**src/rtl/seg_digit_driver.sv**
```systemverilog
// Multiplexed 7-segment digit driver: double-buffered hex data with frame-aligned updates and anti-ghost blanking.
// Optional leading-zero blanking of digits 3..1 is enabled by defining SEG_LZ_BLANK_EN.
module seg_digit_driver #(
    parameter int unsigned BLANK_CYCLES = 2
) (
    input  logic        clk,
    input  logic        rst,
    input  logic [3:0]  SEG_ANODE,
    input  logic [15:0] data_in,
    input  logic [3:0]  dp_in,
    input  logic        load,
    output logic        busy,
    output logic [6:0]  SEG_CATHODE,
    output logic        SEG_DP
);

    localparam int unsigned CNT_W  = 4;
    localparam int unsigned DATA_W = 16;
    localparam int unsigned DIG_N  = 4;

    logic [DIG_N-1:0]  r_anode_q;
    logic [CNT_W-1:0]  r_blank_cnt;
    logic [DATA_W-1:0] r_pend_data;
    logic [DIG_N-1:0]  r_pend_dp;
    logic [DATA_W-1:0] r_act_data;
    logic [DIG_N-1:0]  r_act_dp;

    logic              w_change;
    logic              w_frame;
    logic              w_busy_next;
    logic [CNT_W-1:0]  w_cnt_next;
    logic [DATA_W-1:0] w_act_data_next;
    logic [DIG_N-1:0]  w_act_dp_next;
    logic              w_valid;
    logic [1:0]        w_sel;
    logic [3:0]        w_nibble;
    logic [6:0]        w_seg;
    logic              w_lz_blank;
    logic              w_blank;

    // Outputs are computed from next-state values so the registered outputs track anode_q/counter/active exactly.
    always_comb begin
        w_change        = (SEG_ANODE != r_anode_q);
        w_frame         = w_change && (SEG_ANODE == 4'b1110);
        w_busy_next     = load || (busy && !w_frame);
        w_act_data_next = (w_frame && busy) ? r_pend_data : r_act_data;
        w_act_dp_next   = (w_frame && busy) ? r_pend_dp   : r_act_dp;
        if (w_change) begin
            w_cnt_next = CNT_W'(BLANK_CYCLES);
        end else if (r_blank_cnt == '0) begin
            w_cnt_next = '0;
        end else begin
            w_cnt_next = r_blank_cnt - CNT_W'(1);
        end
    end

    // Digit select from the (next) anode_q; anything but exactly one low bit is invalid.
    always_comb begin
        w_valid = 1'b1;
        w_sel   = 2'd0;
        case (SEG_ANODE)
            4'b1110: w_sel = 2'd0;
            4'b1101: w_sel = 2'd1;
            4'b1011: w_sel = 2'd2;
            4'b0111: w_sel = 2'd3;
            default: w_valid = 1'b0;
        endcase
    end

    always_comb begin
        w_nibble = w_act_data_next[3:0];
        case (w_sel)
            2'd0: w_nibble = w_act_data_next[3:0];
            2'd1: w_nibble = w_act_data_next[7:4];
            2'd2: w_nibble = w_act_data_next[11:8];
            2'd3: w_nibble = w_act_data_next[15:12];
            default: w_nibble = w_act_data_next[3:0];
        endcase
    end

    // Hex to active-low segments {g,f,e,d,c,b,a}.
    always_comb begin
        w_seg = 7'h0E;
        case (w_nibble)
            4'h0: w_seg = 7'h40;
            4'h1: w_seg = 7'h79;
            4'h2: w_seg = 7'h24;
            4'h3: w_seg = 7'h30;
            4'h4: w_seg = 7'h19;
            4'h5: w_seg = 7'h12;
            4'h6: w_seg = 7'h02;
            4'h7: w_seg = 7'h78;
            4'h8: w_seg = 7'h00;
            4'h9: w_seg = 7'h10;
            4'hA: w_seg = 7'h08;
            4'hB: w_seg = 7'h03;
            4'hC: w_seg = 7'h46;
            4'hD: w_seg = 7'h21;
            4'hE: w_seg = 7'h06;
            default: w_seg = 7'h0E;
        endcase
    end

    always_comb begin
        w_lz_blank = 1'b0;
`ifdef SEG_LZ_BLANK_EN
        case (w_sel)
            2'd1: w_lz_blank = (w_act_data_next[15:4] == 12'h000);
            2'd2: w_lz_blank = (w_act_data_next[15:8] == 8'h00);
            2'd3: w_lz_blank = (w_act_data_next[15:12] == 4'h0);
            default: w_lz_blank = 1'b0;
        endcase
`endif
        w_blank = !w_valid || (w_cnt_next != '0);
    end

    always_ff @(posedge clk) begin
        if (rst) begin
            r_anode_q   <= 4'b1111;
            r_blank_cnt <= '0;
            r_pend_data <= '0;
            r_pend_dp   <= '0;
            r_act_data  <= '0;
            r_act_dp    <= '0;
            busy        <= 1'b0;
            SEG_CATHODE <= 7'h7F;
            SEG_DP      <= 1'b1;
        end else begin
            r_anode_q   <= SEG_ANODE;
            r_blank_cnt <= w_cnt_next;
            r_act_data  <= w_act_data_next;
            r_act_dp    <= w_act_dp_next;
            busy        <= w_busy_next;
            if (load) begin
                r_pend_data <= data_in;
                r_pend_dp   <= dp_in;
            end
            SEG_CATHODE <= (w_blank || w_lz_blank) ? 7'h7F : w_seg;
            SEG_DP      <= w_blank ? 1'b1 : ~w_act_dp_next[w_sel];
        end
    end

endmodule

```
**config.mk**
```make
export PLATFORM = sky130hd
export DESIGN_NAME = seg_digit_driver
export DESIGN_NICKNAME = d
export VERILOG_FILES = /design/src/rtl/seg_digit_driver.sv
export SDC_FILE = /design/constraint.sdc
export NUM_CORES = 1
export LEC_CHECK = 0
export BUFFER_PORTS_ARGS = -buffer_cell sky130_fd_sc_hd__buf_2
export CAP_MARGIN = 20
export CORE_MARGIN = 4
export CORE_UTILIZATION = 40
export DETAILED_ROUTE_END_ITERATION = 10
export GPL_ROUTABILITY_DRIVEN = 1
export HOLD_SLACK_MARGIN = 0.05
export SLEW_MARGIN = 20
export SYNTH_ARGS = -nofsm -noshare
export SYNTH_HDL_FRONTEND = slang
export SYNTH_SLANG_ARGS = --single-unit
```
**constraint.sdc**
```tcl
create_clock -name clk -period 4.4 [get_ports clk]
set_input_delay 1.32 -clock clk [delete_from_list [all_inputs] [get_ports clk]]
set_output_delay 1.32 -clock clk [all_outputs]
set_load 0.05 [all_outputs]
```
# Word-level counts from Yosys, hierarchy flattened
# Memories as Yosys holds them, arrays and structs flattened. A register that Yosys moved wholly into a read port is not among the register bits.
# Cells that the tools add are included.
[op_classes]
shift = 0
n_addsub = 1
reduce_logical = 12
n_bitwise = 1
mux = 9
multipliers = 0
magnitude_cmp = 1
eq_ne = 8
div = 0
[ops]
columns = ["op", "count"]
rows = [
  ["two-way mux 16 bit", 1],
  ["one-hot mux 4 bit (4 select lines)", 1],
  ["equality test 4 bit (second input constant)", 3],
  ["two-way mux 4 bit", 3],
  ["one-hot mux 2 bit (3 select lines)", 1],
  ["equality test 2 bit (second input constant)", 2],
  ["equality test 4 x 3 -> 1 bit (second input constant)", 1],
  ["zero test 4 bit", 1],
  ["!= test 4 bit", 1],
  ["nonzero test 4 bit", 1],
  ["OR reduction 4 bit", 1],
  ["subtractor 4 x 1 -> 4 bit (second input constant)", 1],
  ["logical AND 1 bit", 3],
  ["< comparator 2 x 3 -> 1 bit (second input constant)", 1],
  ["binary-select mux 1 bit (select 2 bit)", 1],
  ["equality test 2 x 1 -> 1 bit (second input constant)", 1],
  ["zero test 1 bit", 2],
  ["zero test 2 bit", 1],
  ["logical OR 1 bit", 2],
  ["two-way mux 1 bit", 2],
  ["OR reduction 2 bit", 1],
  ["inverter 1 bit", 1],
]
[word_totals]
latchBits = 0
mem_bits_ro = 112
inputBits = 27
wordCells = 41
ff_bits = 50
mem_bits_rw = 0
n_memories = 1
[memory_table]
columns = ["memory", "words", "word_bits", "read_ports", "rd_clocked_by_memory_dff", "write_ports", "line_no", "source"]
rows = [
  ["(no name shown)", 16, 7, 1, 1, 0, "84", "case (w_nibble)"],
]

# Longest topological paths before layout
# Gate-level depths: netlist of the first run.
[logic_depth]
word_depth = 7
mapped_depth = 12
mapped_depth_nobuf = 11

# Worst setup path before layout of the first run
# Ideal clock, no wire load.
[synth_path]
path_kind = "input port to flip-flop"
from = "in SEG_ANODE[2]"
to = "reg SEG_CATHODE[0]"
arrival_ps = 3435
setup_ps = 119
path_stages = 11
path_slack_ps = 846
path_cell_list = "buf_6 > xor2_1 > o41a_1 > and3_1 > a31oi_1 > and4_2 > inv_2 > ha_1 > or3_1 > o21ai_1 > o21ai_1"
[synth_via]
elab_chain_len = 6
word_cells_on_any_way = 21
[synth_rtl]
columns = ["element", "line_no", "source"]
rows = [
  ["from (decl)", "8", "input logic [3:0] SEG_ANODE,"],
  ["branches (longest 6 deep; another with equality test 4 x 3 -> 1 bit)", "n/a", ""],
  ["to (decl)", "13", "output logic [6:0] SEG_CATHODE,"],
]
# Parallel ways; which one is timed is not known.
# A chain may end at the register's enable or synchronous reset.

# Final worst setup path of the first run
[layout_path]
from = "in SEG_ANODE[2]"
to = "reg SEG_CATHODE[3]"
# The elaborated chain is that of the path after synthesis.

==> impl_metrics.prom, run 1 <==
# TYPE chip_impl_metric gauge
chip_impl_metric{name="post_synth_num_cell_types",unit=""} 49
chip_impl_metric{name="floorplan.rows",unit=""} 28
chip_impl_metric{name="first_pass_grt_wire_length",unit="um"} 8340
chip_impl_info{name="crit-reg2reg-launch",value="r_anode_q[3]"} 1
chip_impl_info{name="mostFrequentLayoutCell",value="dfxtp_1"} 1
chip_impl_metric{name="report.final.hold_viol_count",unit=""} 0
chip_impl_metric{name="hold_path_depth",unit=""} 2
chip_impl_metric{name="critical_path.max_fanout",unit=""} 14
chip_impl_metric{name="layout-drive-gt1-share",unit=""} 0.227
chip_impl_metric{name="final-max-slew-violation-count",unit=""} 0
chip_impl_metric{name="timing.final.crit_period",unit="ns"} 3.52
chip_impl_metric{name="drt-total-wl",unit="um"} 5040
chip_impl_metric{name="cts_resized",unit=""} 0
chip_impl_metric{name="h_tree_depth",unit=""} 3
chip_impl_metric{name="period_share",unit=""} 0.800
chip_impl_metric{name="clk_path_buf_depth",unit=""} 2
chip_impl_metric{name="antenna_cells_inserted",unit=""} 0
chip_impl_metric{name="power.static_leakage",unit="nW"} 1.34
chip_impl_metric{name="areaGrowthSynthToFinish",unit="%"} 15.4
chip_impl_metric{name="timing.critical_path.required",unit="ns"} 4.62
chip_impl_info{name="ctsRootBufferMaster",value="clkbuf_8"} 1
chip_impl_metric{name="clkSinkCount",unit=""} 57
chip_impl_metric{name="relSlewSlack",unit=""} 0.558
chip_impl_info{name="unrepaired_setup_endpoints_after_global_routing",value="no"} 1
chip_impl_metric{name="post_synth_instance_area",unit="um^2"} 2510
chip_impl_metric{name="worstMarginPinSlew",unit="ns"} 0.661
chip_impl_metric{name="synth.ff_latch_count",unit=""} 57
chip_impl_metric{name="nFillCells",unit=""} 606
chip_impl_info{name="worst_hold_startpoint",value="r_act_data[3]"} 1
chip_impl_metric{name="router_iterations_before_antenna_repair",unit=""} 4
chip_impl_info{name="outcome",value="completed"} 1
chip_impl_metric{name="dp_slack",unit="ns"} 0.592
chip_impl_metric{name="power",unit="mW"} 1.10
chip_impl_metric{name="finalWorstSetupSlack",unit="ns"} 0.881
chip_impl_metric{name="ioPinCount",unit=""} 36
chip_impl_metric{name="synth-edff-count",unit=""} 0
chip_impl_info{name="critical_path.reg2reg.endpoint",value="SEG_CATHODE[3]"} 1
chip_impl_metric{name="grt_pass1_vias",unit=""} 1717
chip_impl_metric{name="die_h",unit="um"} 87.3
chip_impl_info{name="start_kind",value="input pin"} 1
chip_impl_metric{name="synth_async_sr_flop_share",unit=""} 0
chip_impl_metric{name="final_weighted_congestion_of_routability_driven_global_placement",unit=""} 0.754
chip_impl_metric{name="area_of_the_placeable_core",unit="um^2"} 6030
chip_impl_metric{name="worstRegToRegCells",unit=""} 11
chip_impl_metric{name="timing.setup.tns",unit="ns"} 0
chip_impl_metric{name="yosysWarnings",unit=""} 0
chip_impl_metric{name="vias_per_cell",unit=""} 5.03
chip_impl_metric{name="clk-insertion-delay-late",unit="ns"} 0.34
chip_impl_metric{name="max_freq",unit="MHz"} 284
chip_impl_metric{name="arrival",unit="ns"} 3.74
chip_impl_metric{name="skew",unit="ns"} 0.00710
chip_impl_metric{name="final_core_util",unit=""} 0.481
chip_impl_info{name="timing_worst_setup_path_type",value="in2reg"} 1
chip_impl_metric{name="hpwlAfterDp",unit="um"} 3390
chip_impl_metric{name="ys_seq_area_frac",unit=""} 0.454
chip_impl_metric{name="maximum_vdd_drop",unit="mV"} 0.197
chip_impl_metric{name="detail_route.drc_violations",unit=""} 0
chip_impl_info{name="hold_path_class",value="reg2reg"} 1
chip_impl_metric{name="start_util",unit=""} 0.417
chip_impl_metric{name="grt-ovfl-total",unit=""} 0
chip_impl_metric{name="grt_start_max_net_pins",unit=""} 50
chip_impl_info{name="hold_end",value="r_act_data[3]"} 1
chip_impl_metric{name="cts_post_setup_buffers_inserted",unit=""} 0
chip_impl_metric{name="whs",unit="ns"} 0.467
chip_impl_metric{name="num_vias",unit=""} 1841
chip_impl_metric{name="cap_violations",unit=""} 0
chip_impl_metric{name="synth.net_count",unit=""} 289
chip_impl_metric{name="die_w",unit="um"} 87.3
chip_impl_metric{name="grt_usage",unit=""} 0.144
chip_impl_metric{name="portBuffers",unit=""} 35
chip_impl_metric{name="final-setup-viol-count",unit=""} 0
chip_impl_metric{name="syn_area_per_cell",unit="um^2"} 9.82
chip_impl_metric{name="detail_route.iter0.violations",unit=""} 76
chip_impl_metric{name="holdBufCountCts",unit=""} 0
chip_impl_info{name="top_cells_by_area_in_the_synthesized_netlist",value="dfxtp_1 45%, mux2i_1 17%, nor2_1 6.6%"} 1
chip_impl_info{name="tritoncts",value="done"} 1
chip_impl_metric{name="antenna_violating_nets_post_route",unit=""} 0
chip_impl_metric{name="cellPowerDensity",unit="nW/um^2"} 380
chip_impl_info{name="dominantRegCellSynth",value="dfxtp_1"} 1
chip_impl_metric{name="post-synth-top-area-fraction",unit=""} 0.454
chip_impl_info{name="worstSetupEndpointType",value="register"} 1
chip_impl_metric{name="numCtsBuffers",unit=""} 9
chip_impl_metric{name="synthesis.instances",unit=""} 256
chip_impl_metric{name="routedWlPerCell",unit="um"} 13.8
chip_impl_info{name="yosys.area.top_type",value="dfxtp_1"} 1
chip_impl_metric{name="antenna_found_initial",unit=""} 0
chip_impl_info{name="layout.cells.most_common_list",value="57 x dfxtp_1, 44 x nor2_1, 43 x mux2i_1"} 1
chip_impl_metric{name="nNetsFinal",unit=""} 319
chip_impl_metric{name="cts_clock_pin_slew_for_the_worst_setup_and_hold_paths",unit="ns"} 0.06
chip_impl_metric{name="regToRegSetupSlack",unit="ns"} 1.73
chip_impl_metric{name="die-area",unit="um^2"} 7620
-- metrics by stage --
stage / cell area (um^2) / cells
floorplan: 2510 / 256
global placement: 2710 / 350
detailed placement: 2710 / 350
CTS: 2900 / 366
global route: 2900 / 366
finish: 2900 / 366
-- critical path, cell delays in order --
cell and delay (ns):
buf_2 0.15, xor2_1 0.20, o41a_1 0.49, nand2_2 0.32, mux2i_1 0.17, a22oi_2 0.28
inv_1 0.14, ha_1 0.26, inv_1 0.08, mux2i_1 0.08, mux2i_1 0.18, nand2_1 0.07
-- registers in the layout, summed over array words and instances (netlist names) --
signal / flops
r_act_data: 16
r_pend_data: 16
SEG_CATHODE: 7
r_act_dp: 4
r_anode_q: 4
r_blank_cnt: 4
r_pend_dp: 4
SEG_DP: 1
busy: 1
-- logic make-up after synthesis --
kind of cell | share of synthesized area
buffers and inverters | 0.0448
xor gates and xnor gates | 0.0174
muxes | 0.180
adders and majority gates | 0.0299
DFF | 0.454
and+or+nand+nor | 0.153
AOI/OAI and AO/OA | 0.121
-- worst max-delay path by stage --
stage                 start             end  slack (ns)  cells past startpoint
6_report       SEG_ANODE[2]  SEG_CATHODE[3]        0.88                     12
5_1_grt        SEG_ANODE[2]  SEG_CATHODE[3]        0.70                     12
4_1_cts        SEG_ANODE[2]  SEG_CATHODE[3]        0.89                     12
3_5_place_dp   SEG_ANODE[2]  SEG_CATHODE[0]        0.59                     10
3_3_place_gp   SEG_ANODE[2]  SEG_CATHODE[0]        0.63                     10
2_1_floorplan  SEG_ANODE[2]  SEG_CATHODE[0]        0.85                     11
-- layer usage --
metal	global-route usage	part of all wire	vias to the layer above
met5	0	0	-
met4	0.0544	0.014	0
met3	0.0634	0.061	9
met2	0.225	0.45	39
met1	0.175	0.47	829
li1	-	-	964
-- layout make-up --
class	instances	area [um^2]	area share
Clock inverter	3	40.0	0.0138
Sequential cell	57	1140	0.393
Inverter	7	26.3	0.00906
Clock buffer	13	149	0.0513
Multi-Input combinational cell	174	1260	0.434
Timing Repair Buffer	37	190	0.0656
Tap cell	75	93.8	0.0324
-- power breakdown --
part	switching, mW	total [mW]	internal, mW
registers	0.0104	0.542	0.532
clock network	0.195	0.470	0.275
logic	0.0516	0.0893	0.0377
total	0.257	1.10	0.845
-- cells in the mapped netlist (all sizes together), types with 2 or more instances --
| library cell | n |
|---|---|
| nand2b | 2 |
| a211oi | 4 |
| xor2 | 4 |
| dfxtp | 57 |
| mux2 | 2 |
| ha | 6 |
| a22o | 2 |
| buf | 11 |
| a22oi | 2 |
| a21oi | 8 |
| or2 | 5 |
| and4b | 4 |
| clkbuf | 7 |
| nor3 | 3 |
| nand3 | 2 |
| o211ai | 4 |
| a31oi | 3 |
| and3 | 2 |
| inv | 7 |
| nand2 | 10 |
| nor2 | 44 |
| mux2i | 43 |
| o21ai | 7 |
| a221o | 2 |
Power figures use the tool's default switching activity.
==> run 2, diff against run 1 <==
Settings changed: ABC_AREA set to 1.
Clock period 4.4 ns to 3 ns, I/O delays scaled along.
==> impl_metrics.prom, run 2 <==
# TYPE chip_impl_metric gauge
chip_impl_metric{name="maximum_vdd_drop",unit="mV"} 0.415
chip_impl_metric{name="layout-drive-gt1-share",unit=""} 0.218
chip_impl_info{name="post-synth-top-count-cell",value="nand2_1"} 1
chip_impl_metric{name="clk_path_buf_depth",unit=""} 2
chip_impl_metric{name="detail_route.iter0.violations",unit=""} 115
chip_impl_metric{name="timing.critical_path.required",unit="ns"} 3.23
chip_impl_metric{name="nFillCells",unit=""} 651
chip_impl_info{name="worstPathCellList",value="buf_2, inv_2, nand2_1, nand2_1, nor2_2, nand2_2, nand3_2, inv_1, nand2_1, nand3_1, nand3_4, nor2_4, inv_1, ha_1, nand2_1, o21ai_0, nand2_1, nand2_1"} 1
chip_impl_metric{name="power.static_leakage",unit="nW"} 1.56
chip_impl_info{name="timing_worst_setup_path_type",value="in2reg"} 1
chip_impl_metric{name="antenna_found_initial",unit=""} 0
chip_impl_info{name="ctsRootBufferMaster",value="clkbuf_8"} 1
chip_impl_metric{name="portBuffers",unit=""} 35
chip_impl_metric{name="post_synth_num_cell_types",unit=""} 32
chip_impl_info{name="hold_path_class",value="reg2reg"} 1
chip_impl_metric{name="final-seq-area",unit="um^2"} 1140
chip_impl_info{name="layout.cells.most_common_list",value="76 x nand2_1, 60 x nor2_1, 57 x dfxtp_1"} 1
chip_impl_metric{name="grt.met3_usage",unit=""} 0.0500
chip_impl_metric{name="router_iterations_before_antenna_repair",unit=""} 4
chip_impl_metric{name="die_w",unit="um"} 90.8
chip_impl_metric{name="synth.ff_latch_count",unit=""} 57
chip_impl_metric{name="dp_slack",unit="ns"} -0.0623
chip_impl_metric{name="worstMarginPinSlew",unit="ns"} 0.829
chip_impl_metric{name="report.final.hold_viol_count",unit=""} 0
chip_impl_metric{name="final-setup-viol-count",unit=""} 0
chip_impl_metric{name="cellPowerDensity",unit="nW/um^2"} 521
chip_impl_info{name="tritoncts",value="done"} 1
chip_impl_metric{name="grt_use_met1",unit=""} 0.181
chip_impl_metric{name="skew",unit="ns"} 0.0161
chip_impl_metric{name="die-area",unit="um^2"} 8250
chip_impl_metric{name="antenna_violating_nets_post_route",unit=""} 0
chip_impl_metric{name="floorplan.rows",unit=""} 29
chip_impl_metric{name="critical_path.max_fanout",unit=""} 16
chip_impl_metric{name="areaGrowthSynthToFinish",unit="%"} 17.4
chip_impl_metric{name="grt_pass1_vias",unit=""} 2312
chip_impl_info{name="top_cells_by_area_in_the_synthesized_netlist",value="dfxtp_1 42%, nand2_1 10%, nor2_1 8.2%"} 1
chip_impl_metric{name="synth-edff-count",unit=""} 0
chip_impl_metric{name="final-max-slew-violation-count",unit=""} 0
chip_impl_info{name="setup.worst_path.start",value="SEG_ANODE[1]"} 1
chip_impl_metric{name="power",unit="mW"} 1.68
chip_impl_metric{name="grt-ovfl-total",unit=""} 0
chip_impl_metric{name="clk-insertion-delay-late",unit="ns"} 0.35
chip_impl_metric{name="final_weighted_congestion_of_routability_driven_global_placement",unit=""} 0.801
chip_impl_info{name="unrepaired_setup_endpoints_after_global_routing",value="no"} 1
chip_impl_metric{name="hpwlAfterDp",unit="um"} 4320
chip_impl_metric{name="nNetsFinal",unit=""} 450
chip_impl_metric{name="start_util",unit=""} 0.422
chip_impl_info{name="ys_top_cells_by_count",value="76 x nand2_1, 60 x nor2_1, 57 x dfxtp_1, 49 x inv_1, 28 x o21ai_0"} 1
chip_impl_metric{name="die_h",unit="um"} 90.8
chip_impl_metric{name="period_share",unit=""} 0.902
chip_impl_metric{name="finalWorstSetupSlack",unit="ns"} 0.293
chip_impl_info{name="critical-path-slowest-cell",value="nand3_2"} 1
chip_impl_metric{name="area_of_the_multi_input_gates",unit="um^2"} 1340
chip_impl_metric{name="cts_resized",unit=""} 0
chip_impl_metric{name="max_stage_delay",unit="ns"} 0.27
chip_impl_metric{name="num_vias",unit=""} 2369
chip_impl_metric{name="gr-usage-met2",unit=""} 0.247
chip_impl_metric{name="area_of_the_placeable_core",unit="um^2"} 6490
chip_impl_metric{name="routedWlPerCell",unit="um"} 11.5
chip_impl_metric{name="numCtsBuffers",unit=""} 9
chip_impl_metric{name="grt_start_max_net_pins",unit=""} 30
chip_impl_metric{name="clkSinkCount",unit=""} 57
chip_impl_metric{name="vias_per_cell",unit=""} 4.75
chip_impl_info{name="dominantRegCellSynth",value="dfxtp_1"} 1
chip_impl_metric{name="cts_clock_pin_slew_for_the_worst_setup_and_hold_paths",unit="ns"} 0.07
chip_impl_metric{name="detail_route.drc_violations",unit=""} 0
chip_impl_info{name="busiest_layer",value="met2"} 1
chip_impl_metric{name="syn_area_per_cell",unit="um^2"} 7.32
chip_impl_metric{name="relSlewSlack",unit=""} 0.447
chip_impl_metric{name="post_synth_instance_area",unit="um^2"} 2740
chip_impl_metric{name="placedCellCount",unit=""} 483
chip_impl_metric{name="synthesis.instances",unit=""} 375
chip_impl_metric{name="antenna_cells_inserted",unit=""} 0
chip_impl_metric{name="ys_seq_area_frac",unit=""} 0.416
chip_impl_metric{name="first_pass_grt_wire_length",unit="um"} 10100
chip_impl_metric{name="grt_usage",unit=""} 0.151
chip_impl_metric{name="cts_post_setup_buffers_inserted",unit=""} 0
chip_impl_metric{name="ioPinCount",unit=""} 36
chip_impl_info{name="largest_registers",value="r_act_data: 16 flops, r_pend_data: 16 flops, SEG_CATHODE: 7 flops"} 1
chip_impl_metric{name="post-synth-top-area-fraction",unit=""} 0.416
chip_impl_metric{name="holdBufCountCts",unit=""} 0
chip_impl_info{name="outcome",value="completed"} 1
chip_impl_info{name="critPathMostFrequentCell",value="nand2_1"} 1
chip_impl_metric{name="arrival",unit="ns"} 2.94
chip_impl_info{name="crit-reg2reg-launch",value="r_anode_q[1]"} 1
chip_impl_info{name="worst_hold_startpoint",value="r_pend_data[15]"} 1
chip_impl_metric{name="max_freq",unit="MHz"} 369
chip_impl_metric{name="final_cell_count_no_fill",unit=""} 499
chip_impl_metric{name="h_tree_depth",unit=""} 3
chip_impl_metric{name="regToRegSetupSlack",unit="ns"} 0.72
chip_impl_metric{name="drt-total-wl",unit="um"} 5750
chip_impl_info{name="mostFrequentLayoutCell",value="nand2_1"} 1
chip_impl_info{name="yosys.area.top_type",value="dfxtp_1"} 1
chip_impl_metric{name="synth.net_count",unit=""} 408
chip_impl_metric{name="timing.final.crit_period",unit="ns"} 2.71
chip_impl_info{name="worstSetupEndpointType",value="register"} 1
chip_impl_metric{name="synth_async_sr_flop_share",unit=""} 0
chip_impl_metric{name="yosysWarnings",unit=""} 0
chip_impl_info{name="start_kind",value="input pin"} 1
chip_impl_metric{name="cap_violations",unit=""} 0
[run 2: area by class of cell]
cell class | count | area share
multi-input cells | 253 | 0.416
flip-flops and latches | 57 | 0.354
repair buffers | 45 | 0.0777
inverters | 51 | 0.0594
clock buffers | 9 | 0.0384
well taps | 77 | 0.0299
clock inverters | 7 | 0.0245
[run 2: path summary, 6_finish.rpt]
kind,endpoint,depth (start not counted)
max,SEG_CATHODE[5],18
min,r_pend_data[15],2
max reg2reg,SEG_CATHODE[5],17
min reg2reg,r_pend_data[15],2
[run 2: cell families after synthesis]
family | synth area share
buf+inv | 0.0958
simple gates | 0.350
fa+ha+maj | 0.0274
compound gates | 0.107
flops | 0.416
mux | 0.00365
[run 2: critical path, delay by kind of cell]
family,cells,cell delay (ns)
buf+inv,4,0.53
fa+ha+maj,1,0.22
compound gates,1,0.10
simple gates,12,1.17
[run 2: power by group]
part / switching (mW) / leakage [nW] / internal [mW]
combinational: 0.102 / 0.998 / 0.0574
clock: 0.334 / 0.0921 / 0.388
sequential: 0.0135 / 0.467 / 0.785
total: 0.449 / 1.56 / 1.23
[run 2: through the flow]
step	hold slack (ns)	util	cell area [um^2]	setup TNS, ns
floorplan	0.434	-	2740	0
global placement	0.450	0.465	3020	0
detailed placement	0.454	0.465	3020	-0.133
CTS	0.464	0.496	3220	0
global route	0.491	0.496	3220	0
finish	0.462	0.496	3220	0
[run 2: metal layers]
metal	vias up	part of all wire
li1	1268	-
met3	12	0.040
met2	37	0.46
met5	-	0
met1	1052	0.48
met4	0	0.019
